===== src/rtl/ast_demux.sv =====
// Avalon-ST packet demultiplexer: one input stream steered to TX_DIR outputs through a single output register.
// Optional drop counter port drop_cnt_o is built when AST_DMX_DROP_CNT_EN is defined.
//
// state    | meaning
// S_IDLE   | between packets; only a SOP beat opens a packet, other beats are discarded
// S_IN_PKT | inside a packet; beats follow cur_dir_q until EOP
module ast_demux #(
  parameter int DATA_IN_W     = 64,
  parameter int CHANNEL_W     = 10,
  parameter int TX_DIR        = 4,
  parameter int DIR_SEL_WIDTH = 2,
  localparam int EMPTY_W      = (DATA_IN_W / 8 > 1) ? $clog2(DATA_IN_W / 8) : 1
) (
  input  logic                                clk_i,
  input  logic                                srst_i,
  input  logic [DIR_SEL_WIDTH-1:0]            dir_i,
  input  logic [DATA_IN_W-1:0]                ast_data_i,
  input  logic                                ast_startofpacket_i,
  input  logic                                ast_endofpacket_i,
  input  logic                                ast_valid_i,
  input  logic [EMPTY_W-1:0]                  ast_empty_i,
  input  logic [CHANNEL_W-1:0]                ast_channel_i,
  output logic                                ast_ready_o,
  output logic [TX_DIR-1:0][DATA_IN_W-1:0]    ast_data_o,
  output logic [TX_DIR-1:0]                   ast_startofpacket_o,
  output logic [TX_DIR-1:0]                   ast_endofpacket_o,
  output logic [TX_DIR-1:0]                   ast_valid_o,
  output logic [TX_DIR-1:0][EMPTY_W-1:0]      ast_empty_o,
  output logic [TX_DIR-1:0][CHANNEL_W-1:0]    ast_channel_o,
  input  logic [TX_DIR-1:0]                   ast_ready_i
`ifdef AST_DMX_DROP_CNT_EN
  ,
  output logic [15:0]                         drop_cnt_o
`endif
);

  typedef enum logic {S_IDLE, S_IN_PKT} state_e;

  state_e                   state_q, state_d;
  logic [DIR_SEL_WIDTH-1:0] cur_dir_q, cur_dir_d;
  logic [DIR_SEL_WIDTH-1:0] dir_q, beat_dir;
  logic                     full_q, full_d;
  logic [DATA_IN_W-1:0]     data_q;
  logic                     sop_q, eop_q;
  logic [EMPTY_W-1:0]       empty_q;
  logic [CHANNEL_W-1:0]     chan_q;

  logic sel_rdy, accept, dir_ok, beat_fwd, drain;

  // dir_q only ever holds an in-range direction while full_q is set
  always_comb begin
    sel_rdy = 1'b0;
    for (int d = 0; d < TX_DIR; d++) begin
      if (dir_q == DIR_SEL_WIDTH'(d)) sel_rdy = ast_ready_i[d];
    end
  end

  assign ast_ready_o = srst_i && (!full_q || sel_rdy);
  assign accept      = ast_valid_i && ast_ready_o;
  assign beat_dir    = ast_startofpacket_i ? dir_i : cur_dir_q;
  assign dir_ok      = 32'(beat_dir) < TX_DIR;
  assign beat_fwd    = accept && dir_ok && (ast_startofpacket_i || state_q == S_IN_PKT);
  assign drain       = full_q && sel_rdy;
  assign full_d      = beat_fwd || (full_q && !drain);

  always_comb begin
    state_d   = state_q;
    cur_dir_d = cur_dir_q;
    if (accept) begin
      if (ast_startofpacket_i) begin
        cur_dir_d = dir_i;
        state_d   = ast_endofpacket_i ? S_IDLE : S_IN_PKT;
      end else if (state_q == S_IN_PKT && ast_endofpacket_i) begin
        state_d = S_IDLE;
      end
    end
  end

  always_ff @(posedge clk_i) begin
    if (!srst_i) begin
      state_q   <= S_IDLE;
      cur_dir_q <= '0;
      full_q    <= 1'b0;
      dir_q     <= '0;
      data_q    <= '0;
      sop_q     <= 1'b0;
      eop_q     <= 1'b0;
      empty_q   <= '0;
      chan_q    <= '0;
    end else begin
      state_q   <= state_d;
      cur_dir_q <= cur_dir_d;
      full_q    <= full_d;
      if (beat_fwd) begin
        dir_q   <= beat_dir;
        data_q  <= ast_data_i;
        sop_q   <= ast_startofpacket_i;
        eop_q   <= ast_endofpacket_i;
        empty_q <= ast_empty_i;
        chan_q  <= ast_channel_i;
      end
    end
  end

  always_comb begin
    for (int d = 0; d < TX_DIR; d++) begin
      ast_valid_o[d]         = full_q && (dir_q == DIR_SEL_WIDTH'(d));
      ast_data_o[d]          = data_q;
      ast_startofpacket_o[d] = sop_q;
      ast_endofpacket_o[d]   = eop_q;
      ast_empty_o[d]         = empty_q;
      ast_channel_o[d]       = chan_q;
    end
  end

`ifdef AST_DMX_DROP_CNT_EN
  logic        drop_evt;
  logic [15:0] drop_cnt_q;

  // one count per out-of-range packet (at its SOP) and per orphan beat in idle
  assign drop_evt = accept && ((ast_startofpacket_i && !dir_ok) ||
                               (!ast_startofpacket_i && state_q == S_IDLE));

  always_ff @(posedge clk_i) begin
    if (!srst_i) begin
      drop_cnt_q <= '0;
    end else if (drop_evt && drop_cnt_q != 16'hFFFF) begin
      drop_cnt_q <= drop_cnt_q + 16'd1;
    end
  end

  assign drop_cnt_o = drop_cnt_q;
`endif

endmodule


===== config.mk =====
export PLATFORM = sky130hd
export DESIGN_NAME = ast_demux
export DESIGN_NICKNAME = d
export VERILOG_FILES = /design/src/rtl/ast_demux.sv
export SDC_FILE = /design/constraint.sdc
export NUM_CORES = 1
export LEC_CHECK = 0
export BUFFER_PORTS_ARGS = -buffer_cell sky130_fd_sc_hd__buf_2
export CORE_AREA = 3 3 159 161
export CTS_BUF_LIST = sky130_fd_sc_hd__clkbuf_4 sky130_fd_sc_hd__clkbuf_8
export CTS_CLUSTER_DIAMETER = 100
export DETAILED_ROUTE_END_ITERATION = 10
export DIE_AREA = 0 0 162 164
export PLACE_DENSITY = 0.47
export REMOVE_ABC_BUFFERS = 1
export SLEW_MARGIN = 10
export SYNTH_ARGS = -nofsm -noshare
export SYNTH_HDL_FRONTEND = slang
export SYNTH_SLANG_ARGS = --single-unit

===== constraint.sdc =====
create_clock -name clk_i -period 1.9 [get_ports clk_i]
set_input_delay 0.19 -clock clk_i [delete_from_list [all_inputs] [get_ports clk_i]]
set_output_delay 0.19 -clock clk_i [all_outputs]
set_load 0.01 [all_outputs]

==> impl_metrics.csv, run 1 <==
group,metric,value,unit
clock_network,clock-sinks,85,
grt,gr-usage-all-layers,0.0975,
synth,yosys_warnings,0,
status,outcome,"finished, final reports clean",
die,chipWidth,162,um
timing,whs,0.0388,ns
clock_network,cts_inserted_buffers,9,
placement,portBuffers,408,
critical_path,cp_data_arrival_time,1.58,ns
critical_path,crit_path_start_kind,"register",
synth,syn_avg_cell_area,7.89,sq um
timing,max_freq,564,MHz
route,routed_metal_1_wirelength,5870,um
worst_hold_path,hold_start,"ast_data_i[34]",
timing,maxSlewHeadroom,0.716,
route,detail_route.vias_per_cell,3.83,
final_layout,diodes,0,
route,dr_wl_met2,6960,um
placement,place_area,0.00561,sq mm
critical_path,critPathCapture,"ast_ready_o",
grt,grt_antenna_before_repair,0,
timing,maxSlewViolCount,0,
synth,synth_compound_gate_area_share,0.0948,
clock_network,ctsLongestPathBuffers,2,
critical_path,r2r_end,"data_q[49]",
critical_path,worst-r2r-setup-slack,0.26,ns
route,via_count,4254,
route,routed.top_layer,"met4",
critical_path,timing.critical_path.fanout_max,7,
clock_network,clk_root_buffer_cell,"sky130_fd_sc_hd__clkbuf_8",
synth,synth_top_family_by_area,"buffers and inverters",
timing,rsz0062_at_grt,"false",
synth,yosys-mux-area-fraction,0.0121,
power,cellPowerDensity,755,mW/mm^2
synth,synth_area,0.00496,sq mm
grt,grt_first_pass_wirelength,20400,um
clock_network,worstSkewPairLatency,0.37,ns
critical_path,r2r_start,"dir_q[0]",
critical_path,critPathBufInv,1,
timing,tightestPinTransition,0.426,ns
die,fp.dieArea,0.0266,sq mm
synth,yosys.area_share.simple,0.154,
timing,fin_tns_setup,0,ns
critical_path,cp_slowest_stage_delay,0.42,ns
timing,hold_viol_final,0,
route,drt_pre_antenna_iters,4,
synth,post_synth_fa_ha_maj_area_fraction,0,
timing,post-route-period-util,0.934,
final_layout,fillers,2731,
critical_path,timing.critical_path.to_type,"primary output",
critical_path,critPathRequiredTime,1.71,ns
critical_path,r2r_cells,5,
flow_run,drv.max_cap_violation_count,0,
route,wl_per_cell,12.9,um
critical_path,critical_path_class,"register to primary output",
critical_path,timing.critical_path.from,"dir_q[0]",
worst_hold_path,hold_path_class,"input port to register",
critical_path,path_cells,"mux2i_2 -> a22oi_1 -> and2_1 -> buf_2",
power,power.ir.vdd_worst,250,uV
route,wirelength,14300,um
route,initialDrtViolationCount,196,
power,power.leakage,3.27,nW
synth,post_synth_xor_area_fraction,0,
final_layout,areaGrowthSynthToFinish,17.4,%
placement,gp_congestion,0.691,
timing,finalCriticalPeriod,1.77,ns
critical_path,timing.critical_path.max_delay_family,"flip-flops",
timing,skew,0.0156,ns
grt,via_count_of_the_first_global_routing_pass,3583,
critical_path,worst-path-stages,4,
final_layout,final_layout_size_suffix_gt1_frac,0.557,
die,placeableCoreArea,0.0241,sq mm
clock_network,cts_tree,"yes",
synth,seq_area_frac_synth,0.343,
grt,grt_start_max_net_pins,84,
power,p_total,4.40,mW
die,ioPinCount,409,
clock_network,cts_max_level,3,
final_layout,design_area,0.00582,sq mm
critical_path,crit_slowest_cell,"sky130_fd_sc_hd__dfxtp_2",
die,effective_utilization_at_floorplan,0.206,
final_layout,num-nets-final,871,
route,detail-route-antenna-nets,0,
synth,synth.lib_cells_used.distinct,18,
timing,setup_violations,0,
grt,gr-total-overflow,0,
route,route.met3.wl,1290,um
route,remaining_drc_errors,0,
die,chipHeight,164,um
placement,dpl.hpwl,10600,um
synth,synthesized_netlist_cell_count,629,
clock_network,clk_pin_slew_worst_paths,0.10,ns
synth,yosys_register_bits,85,
die,num_rows,57,
[routing by layer]
metal	track usage	vias up
met5	0	-
met4	0.0326	0
met3	0.0224	9
met2	0.170	228
met1	0.118	1911
li1	-	2106
[where the power goes]
part / switching, mW / internal (mW)
Sequential: 0.137 / 1.90
Combinational: 0.591 / 0.445
Clock: 0.698 / 0.629
Total: 1.43 / 2.97
[how the worst min path moves through the flow]
stage,to,cells past startpoint
after global placement,data_q[60],3
after global routing,data_q[51],3
after detailed placement,state_q,2
final,data_q[34],3
after floorplan,state_q,1
after CTS,data_q[42],3
[final cells by class]
type | count | area [sq um] | area share
Sequential cell | 85 | 1700 | 0.292
Timing Repair Buffer | 418 | 2200 | 0.377
Inverter | 2 | 7.51 | 0.00129
Tap cell | 324 | 405 | 0.0696
Multi-Input combinational cell | 267 | 1320 | 0.227
Clock buffer | 11 | 139 | 0.0238
Clock inverter | 4 | 50.0 | 0.00859
[metrics by stage]
step,util,setup slack (ns),instances
finish,0.242,0.126,1111
global route,0.242,0.00824,1111
CTS,0.242,0.0684,1111
detailed placement,0.233,0.159,1094
global placement,0.233,0.185,1094
floorplan,-,-3.31,354
[what timing repair did]
item / CTS / global route
hold buffers: 2 / 0
hold endpoints to repair: 2 / 0
buffers inserted: 0 / 0
gates resized for setup: 3 / 0
setup endpoints to repair: 1 / 0
[cell usage after synthesis]
master | instances | share of area
sky130_fd_sc_hd__a21bo_2 | 1 | 0.0020
sky130_fd_sc_hd__nand2_1 | 84 | 0.064
sky130_fd_sc_hd__and3_1 | 1 | 0.0013
sky130_fd_sc_hd__inv_1 | 2 | 0.0015
sky130_fd_sc_hd__a211oi_1 | 3 | 0.0045
sky130_fd_sc_hd__mux2i_1 | 6 | 0.012
sky130_fd_sc_hd__a221oi_2 | 1 | 0.0030
sky130_fd_sc_hd__clkbuf_1 | 19 | 0.014
sky130_fd_sc_hd__dfxtp_1 | 85 | 0.34
sky130_fd_sc_hd__and2_1 | 4 | 0.0050
sky130_fd_sc_hd__nor2_1 | 2 | 0.0015
sky130_fd_sc_hd__nand3_1 | 78 | 0.079
sky130_fd_sc_hd__nor2b_1 | 3 | 0.0038
sky130_fd_sc_hd__a21oi_1 | 5 | 0.0050
sky130_fd_sc_hd__o21ai_1 | 78 | 0.079
sky130_fd_sc_hd__buf_2 | 14 | 0.014
sky130_fd_sc_hd__a22oi_1 | 1 | 0.0015
sky130_fd_sc_hd__buf_4 | 242 | 0.37
[flip-flops by register name, indices dropped and copies added (netlist names)]
| name | cells |
|---|---|
| chan_q | 10 |
| cur_dir_q | 2 |
| data_q | 64 |
| dir_q | 2 |
| empty_q | 3 |
| eop_q | 1 |
| full_q | 1 |
| sop_q | 1 |
| state_q | 1 |
[cell families after synthesis]
| logic type | after synthesis |
|---|---|
| compound gates | 89 |
| buf+inv | 277 |
| flops | 85 |
| mux | 6 |
| simple gates | 172 |
[worst min-delay path, stage by stage]
cell,delay (ns)
sky130_fd_sc_hd__buf_2,0.08
sky130_fd_sc_hd__nand3_1,0.05
sky130_fd_sc_hd__o21ai_1,0.06
[cells in the final DEF, fill, tap and decap left out, drive strengths merged, types with 2 or more instances in the layout]
cell type	netlist	final
clkinvlp	0	2
nor2	2	2
clkbuf	19	11
o21ai	78	78
and2	4	4
dfxtp	85	85
inv	2	2
a211oi	3	3
mux2i	6	6
nor2b	3	3
nand3	78	78
a21oi	5	5
buf	256	416
dlygate4sd3	0	2
nand2	84	84
Note: power is estimated with default switching activity, not from simulation.
==> inputs of run 2 (changes only) <==
Settings changed: CORE_AREA 3 3 159 161 to 2 2 158 160, DIE_AREA 0 0 162 164 to 0 0 160 162, GPL_TIMING_DRIVEN set to 0.
==> impl_metrics.csv, run 2 (synthesis results as in run 1) <==
group,metric,value,unit
status,outcome,"finished, final reports clean",
final_layout,highest_count_cells_in_the_layout_ignoring_fill_and_taps,"sky130_fd_sc_hd__buf_2 (407), sky130_fd_sc_hd__nand2_1 (84), sky130_fd_sc_hd__dfxtp_1 (84), sky130_fd_sc_hd__nand3_1 (78), sky130_fd_sc_hd__o21ai_1 (78)",
timing,max_freq,563,MHz
worst_hold_path,hold_path_class,"input port to register",
clock_network,cts_inserted_buffers,9,
timing,setup_violations,0,
timing,post-route-period-util,0.934,
timing,skew,0.0163,ns
grt,via_count_of_the_first_global_routing_pass,3859,
critical_path,crit_slowest_cell,"sky130_fd_sc_hd__dfxtp_4",
power,p_total,4.57,mW
grt,gr-usage-all-layers,0.110,
die,effective_utilization_at_floorplan,0.206,
route,detail-route-antenna-nets,0,
final_layout,areaGrowthSynthToFinish,22.9,%
power,cellPowerDensity,750,mW/mm^2
placement,dpl.hpwl,10500,um
clock_network,cts_max_level,3,
critical_path,cp_data_arrival_time,1.59,ns
final_layout,fin_util,0.253,
clock_network,worstSkewPairLatency,0.36,ns
clock_network,ctsLongestPathBuffers,2,
placement,place_ws,-1.16,ns
route,via_count,4407,
clock_network,cts_tree,"yes",
critical_path,critPathRequiredTime,1.71,ns
grt,grt_first_pass_wirelength,22200,um
route,wirelength,15300,um
clock_network,clk_pin_slew_worst_paths,0.10,ns
grt,grt_start_max_net_pins,46,
timing,rsz0062_at_grt,"false",
critical_path,crit_path_start_kind,"register",
die,ioPinCount,409,
die,placeableCoreArea,0.0241,sq mm
timing,hold_viol_final,0,
grt,grt_antenna_before_repair,1,
route,detail_route.vias_per_cell,3.88,
final_layout,most_common_cell_after_layout_fill_and_taps_aside,"sky130_fd_sc_hd__buf_2",
final_layout,largest_register_ffs,64,
final_layout,num-nets-final,894,
route,initialDrtViolationCount,153,
final_layout,final_layout_size_suffix_gt1_frac,0.551,
critical_path,path_cells,"mux2i_1 -> a22oi_1 -> and2_1 -> buf_2",
placement,gp_congestion,0.660,
route,wl_per_cell,13.5,um
route,drt_pre_antenna_iters,4,
placement,portBuffers,408,
final_layout,reg_top3,"data_q: 64 flops, chan_q: 10 flops, empty_q: 3 flops",
timing,tightestPinTransition,0.655,ns
critical_path,critical_path_class,"register to primary output",
critical_path,timing.critical_path.to_type,"primary output",
power,power.ir.vdd_worst,262,uV
clock_network,clk_root_buffer_cell,"sky130_fd_sc_hd__clkbuf_8",
timing,maxSlewViolCount,0,
die,chipWidth,160,um
die,num_rows,57,
die,chipHeight,162,um
die,fp.dieArea,0.0259,sq mm
critical_path,timing.critical_path.fanout_max,7,
final_layout,registers.top_by_ff_count,"data_q",
timing,maxSlewHeadroom,0.563,
power,power.leakage,3.39,nW
critical_path,cp_slowest_stage_delay,0.41,ns
clock_network,clock-sinks,85,
flow_run,drv.max_cap_violation_count,0,
timing,fin_tns_setup,0,ns
timing,finalCriticalPeriod,1.78,ns
route,remaining_drc_errors,0,
grt,gr-total-overflow,0,
timing,setup_slack,0.125,ns
## run 2: cell count changes in the layout (fill, tap and decap cells not counted), sizes merged, moves of 2 or more
cell	before	now
dlygate4sd3	2	16
inv	2	5
buf	416	422
and2	4	6
## run 2: cell type report
type / count / area (sq um)
antenna: 1 / 2.50
clock buffer: 10 / 138
clock inverter: 6 / 68.8
fill: 2731 / 18000
inverter: 2 / 7.51
multi-input combinational: 270 / 1340
sequential: 85 / 1710
tap: 324 / 405
timing repair buffer: 438 / 2430
## run 2: metrics by stage
stage               cell area (sq um)  hold slack, ns  std cells
floorplan                        3000           0.287        354
global placement                 5450           0.396       1086
detailed placement               5620           0.405       1094
CTS                              6080        0.000169       1134
global route                     6090         0.00789       1135
finish                           6090          0.0382       1136
## run 2: what timing repair did
action	CTS	global route
endpoints found under the hold margin	16	0
pin swaps	2	1
gates resized for setup	5	4
buffers inserted	5	1
setup endpoints to repair	85	39
hold buffers	16	0
cloned	4	0
## run 2: per-layer routing
layer	GRT usage	wire length, um	up-vias
li1	-	-	2163
met1	0.128	6320	2016
met4	0.0295	131	0
met5	0	0	-
met3	0.0271	1090	6
met2	0.202	7760	222
## run 2: worst paths after layout
path	from	endpoint	slack [ns]	cells past startpoint
worst max register to register	dir_q[0]	data_q[39]	0.15	7
worst max-delay path	dir_q[0]	ast_ready_o	0.12	4
worst min-delay path	ast_data_i[17]	data_q[17]	0.04	3
worst min register to register	cur_dir_q[0]	cur_dir_q[0]	0.46	2
## run 2: power breakdown
group	internal, mW	switching (mW)	total [mW]
registers	1.90	0.139	2.04
logic	0.486	0.615	1.10
clock network	0.658	0.773	1.43
## run 2: critical path, delay by kind of cell (launching register included)
| kind | cells | cell delay [ns] |
|---|---|---|
| buffers and inverters | 1 | 0.13 |
| AND/OR/NAND/NOR | 1 | 0.19 |
| multiplexers | 1 | 0.34 |
| AO/OA/AOI/OAI | 1 | 0.15 |
| flip-flops | 1 | 0.41 |
==> inputs of run 3 (changes only) <==
Settings changed: ABC_AREA set to 1, CORE_AREA 2 2 158 160 to 2 2 161 163, DIE_AREA 0 0 160 162 to 0 0 163 165, PLACE_DENSITY 0.47 to 0.48.
==> impl_metrics.csv, run 3 <==
group,metric,value,unit
final_layout,most_common_cell_after_layout_fill_and_taps_aside,"sky130_fd_sc_hd__buf_2",
synth,yosys.area.top_type,"sky130_fd_sc_hd__buf_4",
clock_network,cts_max_level,3,
grt,grt_start_max_net_pins,60,
power,power.leakage,4.22,nW
critical_path,cp_data_arrival_time,1.98,ns
critical_path,path_cells,"nand2_1 -> nor3_2 -> nor2_4 -> nand4_4 -> buf_4 -> buf_12 -> nand2_1 -> nand2_1 -> nor2_1",
clock_network,worstSkewPairLatency,0.37,ns
final_layout,registers.top_by_ff_count,"data_q",
synth,ys_top_cells_by_count,"sky130_fd_sc_hd__buf_4 (243), sky130_fd_sc_hd__nand2_1 (167), sky130_fd_sc_hd__nor2_1 (164), sky130_fd_sc_hd__inv_1 (87), sky130_fd_sc_hd__dfxtp_1 (85)",
route,detail_route.vias_per_cell,3.52,
clock_network,cts_inserted_buffers,9,
timing,maxSlewHeadroom,0.618,
grt,grt_antenna_before_repair,1,
critical_path,r2r_cells,9,
grt,via_count_of_the_first_global_routing_pass,3737,
critical_path,crit_slowest_cell,"sky130_fd_sc_hd__dfxtp_2",
final_layout,highest_count_cells_in_the_layout_ignoring_fill_and_taps,"sky130_fd_sc_hd__buf_2 (407), sky130_fd_sc_hd__nand2_1 (167), sky130_fd_sc_hd__nor2_1 (164), sky130_fd_sc_hd__inv_1 (87), sky130_fd_sc_hd__dfxtp_1 (83)",
synth,yosys_register_bits,85,
route,wirelength,13700,um
route,initialDrtViolationCount,208,
grt,gr-usage-all-layers,0.0924,
die,placeableCoreArea,0.0250,sq mm
worst_hold_path,hold_path_class,"input port to register",
synth,synth_enable_flop_cells,0,
final_layout,final_layout_size_suffix_gt1_frac,0.449,
critical_path,worst-path-stages,9,
status,outcome,"finished, final reports clean",
final_layout,largest_register_ffs,64,
timing,tightestPinTransition,0.573,ns
timing,fin_tns_setup,0,ns
critical_path,cp_slowest_stage_delay,0.42,ns
critical_path,timing.critical_path.to_type,"register",
timing,skew,0.0162,ns
power,power.ir.vdd_worst,324,uV
clock_network,ctsLongestPathBuffers,2,
die,chipWidth,163,um
clock_network,clk_pin_slew_worst_paths,0.09,ns
critical_path,timing.critical_path.fanout_max,59,
synth,seq_area_frac_synth,0.314,
critical_path,crit_path_start_kind,"register",
synth,synthesized_netlist_cell_count,799,
grt,grt_first_pass_wirelength,19400,um
synth,yosys_warnings,0,
grt,gr-total-overflow,0,
die,ioPinCount,409,
synth,synth.lib_cells_used.distinct,18,
placement,gp_congestion,0.727,
synth,yosys.area.top_type_share,0.337,
route,via_count,4616,
power,cellPowerDensity,687,mW/mm^2
critical_path,critical_path_class,"register to register",
die,chipHeight,165,um
critical_path,critPathBufInv,2,
route,wl_per_cell,10.4,um
route,detail-route-antenna-nets,0,
timing,finalCriticalPeriod,1.72,ns
clock_network,clock-sinks,85,
route,drt_pre_antenna_iters,4,
timing,max_freq,581,MHz
timing,hold_viol_final,0,
die,effective_utilization_at_floorplan,0.216,
critical_path,critical_path.most_common_cell,"sky130_fd_sc_hd__nand2_1",
critical_path,timing.critical_path.max_delay_family,"simple AND/OR/NAND/NOR gates",
timing,maxSlewViolCount,0,
clock_network,cts_tree,"yes",
flow_run,drv.max_cap_violation_count,0,
synth,synth_area,0.00542,sq mm
route,remaining_drc_errors,0,
final_layout,instances_no_fill,1313,
synth,synth.top_cells.by_area,"sky130_fd_sc_hd__buf_4 (34%), sky130_fd_sc_hd__dfxtp_1 (31%), sky130_fd_sc_hd__nand2_1 (12%), sky130_fd_sc_hd__nor2_1 (11%), sky130_fd_sc_hd__inv_1 (6.0%)",
critical_path,critPathRequiredTime,2.16,ns
clock_network,clk_root_buffer_cell,"sky130_fd_sc_hd__clkbuf_8",
timing,setup_violations,0,
die,fp.dieArea,0.0269,sq mm
final_layout,num-nets-final,1066,
timing,post-route-period-util,0.906,
worst_hold_path,hold_depth,3,
final_layout,fin_util,0.257,
synth,async_flop_share,0,
final_layout,fillers,2779,
die,num_rows,58,
placement,portBuffers,408,
synth,syn_avg_cell_area,6.78,sq um
synth,synth_most_common_cell,"sky130_fd_sc_hd__buf_4",
final_layout,areaGrowthSynthToFinish,18.9,%
final_layout,reg_top3,"data_q: 64 flops, chan_q: 10 flops, empty_q: 3 flops",
timing,rsz0062_at_grt,"false",
synth,postSynth.topFlopCell,"sky130_fd_sc_hd__dfxtp_1",
placement,post_place_cells,1272,
placement,dpl.hpwl,9710,um
==> run 3: cell count changes after synthesis, sizes merged, moves of 4 or more <==
cell / change
mux2i: -4
and2: -4
nand2: +83
nand3: -69
o21ai: -75
nor3: +4
inv: +87
nor2: +165
clkbuf: -9
==> run 3: repair_timing <==
action	in CTS	in global routing
resized for setup	3	0
setup endpoints to repair	63	1
pin swaps	0	1
buffers inserted	1	2
endpoints found under the hold margin	19	0
cloned	2	1
hold buffers	19	0
==> run 3: metrics by stage <==
stage | hold slack (ns) | power, mW | setup WS [ns] | instance area (sq um)
after floorplan | 0.288 | 2.53 | -1.48 | 3440
after global placement | 0.411 | 3.11 | -4.74 | 5890
after detailed placement | 0.417 | 3.09 | -0.381 | 5970
after CTS | 0.0000877 | 4.56 | 0.0908 | 6390
after global routing | 0.0166 | 4.76 | 0.00654 | 6440
final | 0.0393 | 4.43 | 0.179 | 6440
==> run 3: power by group <==
group	switching [mW]	total [mW]	leakage, nW	internal (mW)
registers	0.126	2.02	0.697	1.89
clock network	0.706	1.34	0.0923	0.630
logic	0.600	1.07	3.43	0.473
==> run 3: area by class of cell <==
cell class	count	area, sq um	share of cell area
clock buffers	11	139	0.0216
inverters	89	334	0.0518
diodes	1	2.50	0.000388
clock inverters	4	50.0	0.00777
multi-input cells	359	1450	0.224
repair buffers	434	2350	0.365
well taps	330	413	0.0641
flip-flops and latches	85	1700	0.264
==> run 3: cell families after synthesis <==
kind of cell           Yosys count  synth area share
buffers and inverters          357             0.427
and+or+nand+nor                348             0.249
DFF                             85             0.314
AOI/OAI and AO/OA                7           0.00646
muxes                            2           0.00369
==> run 3: final timing paths <==
kind / startpoint / to / slack (ns)
worst max register to register: dir_q[0] / chan_q[5] / 0.18
worst min register to register: state_q / state_q / 0.48
worst max-delay path: dir_q[0] / chan_q[5] / 0.18
worst min-delay path: ast_data_i[49] / data_q[49] / 0.04
==> run 3: worst reg2reg max path: stages (launching register included) <==
cell,delay (ns)
sky130_fd_sc_hd__dfxtp_2,0.42
sky130_fd_sc_hd__nand2_1,0.13
sky130_fd_sc_hd__nor3_2,0.24
sky130_fd_sc_hd__nor2_4,0.11
sky130_fd_sc_hd__nand4_4,0.12
sky130_fd_sc_hd__buf_4,0.16
sky130_fd_sc_hd__buf_12,0.24
sky130_fd_sc_hd__nand2_1,0.11
sky130_fd_sc_hd__nand2_1,0.06
sky130_fd_sc_hd__nor2_1,0.04
==> run 3: metal layers <==
layer  track usage  routed length (um)  vias to the layer above
li1              -                   -                     2444
met5             0                   0                        -
met1         0.112                5870                     1967
met3        0.0163                 925                        9
met2         0.160                6650                      196
met4        0.0422                 212                        0
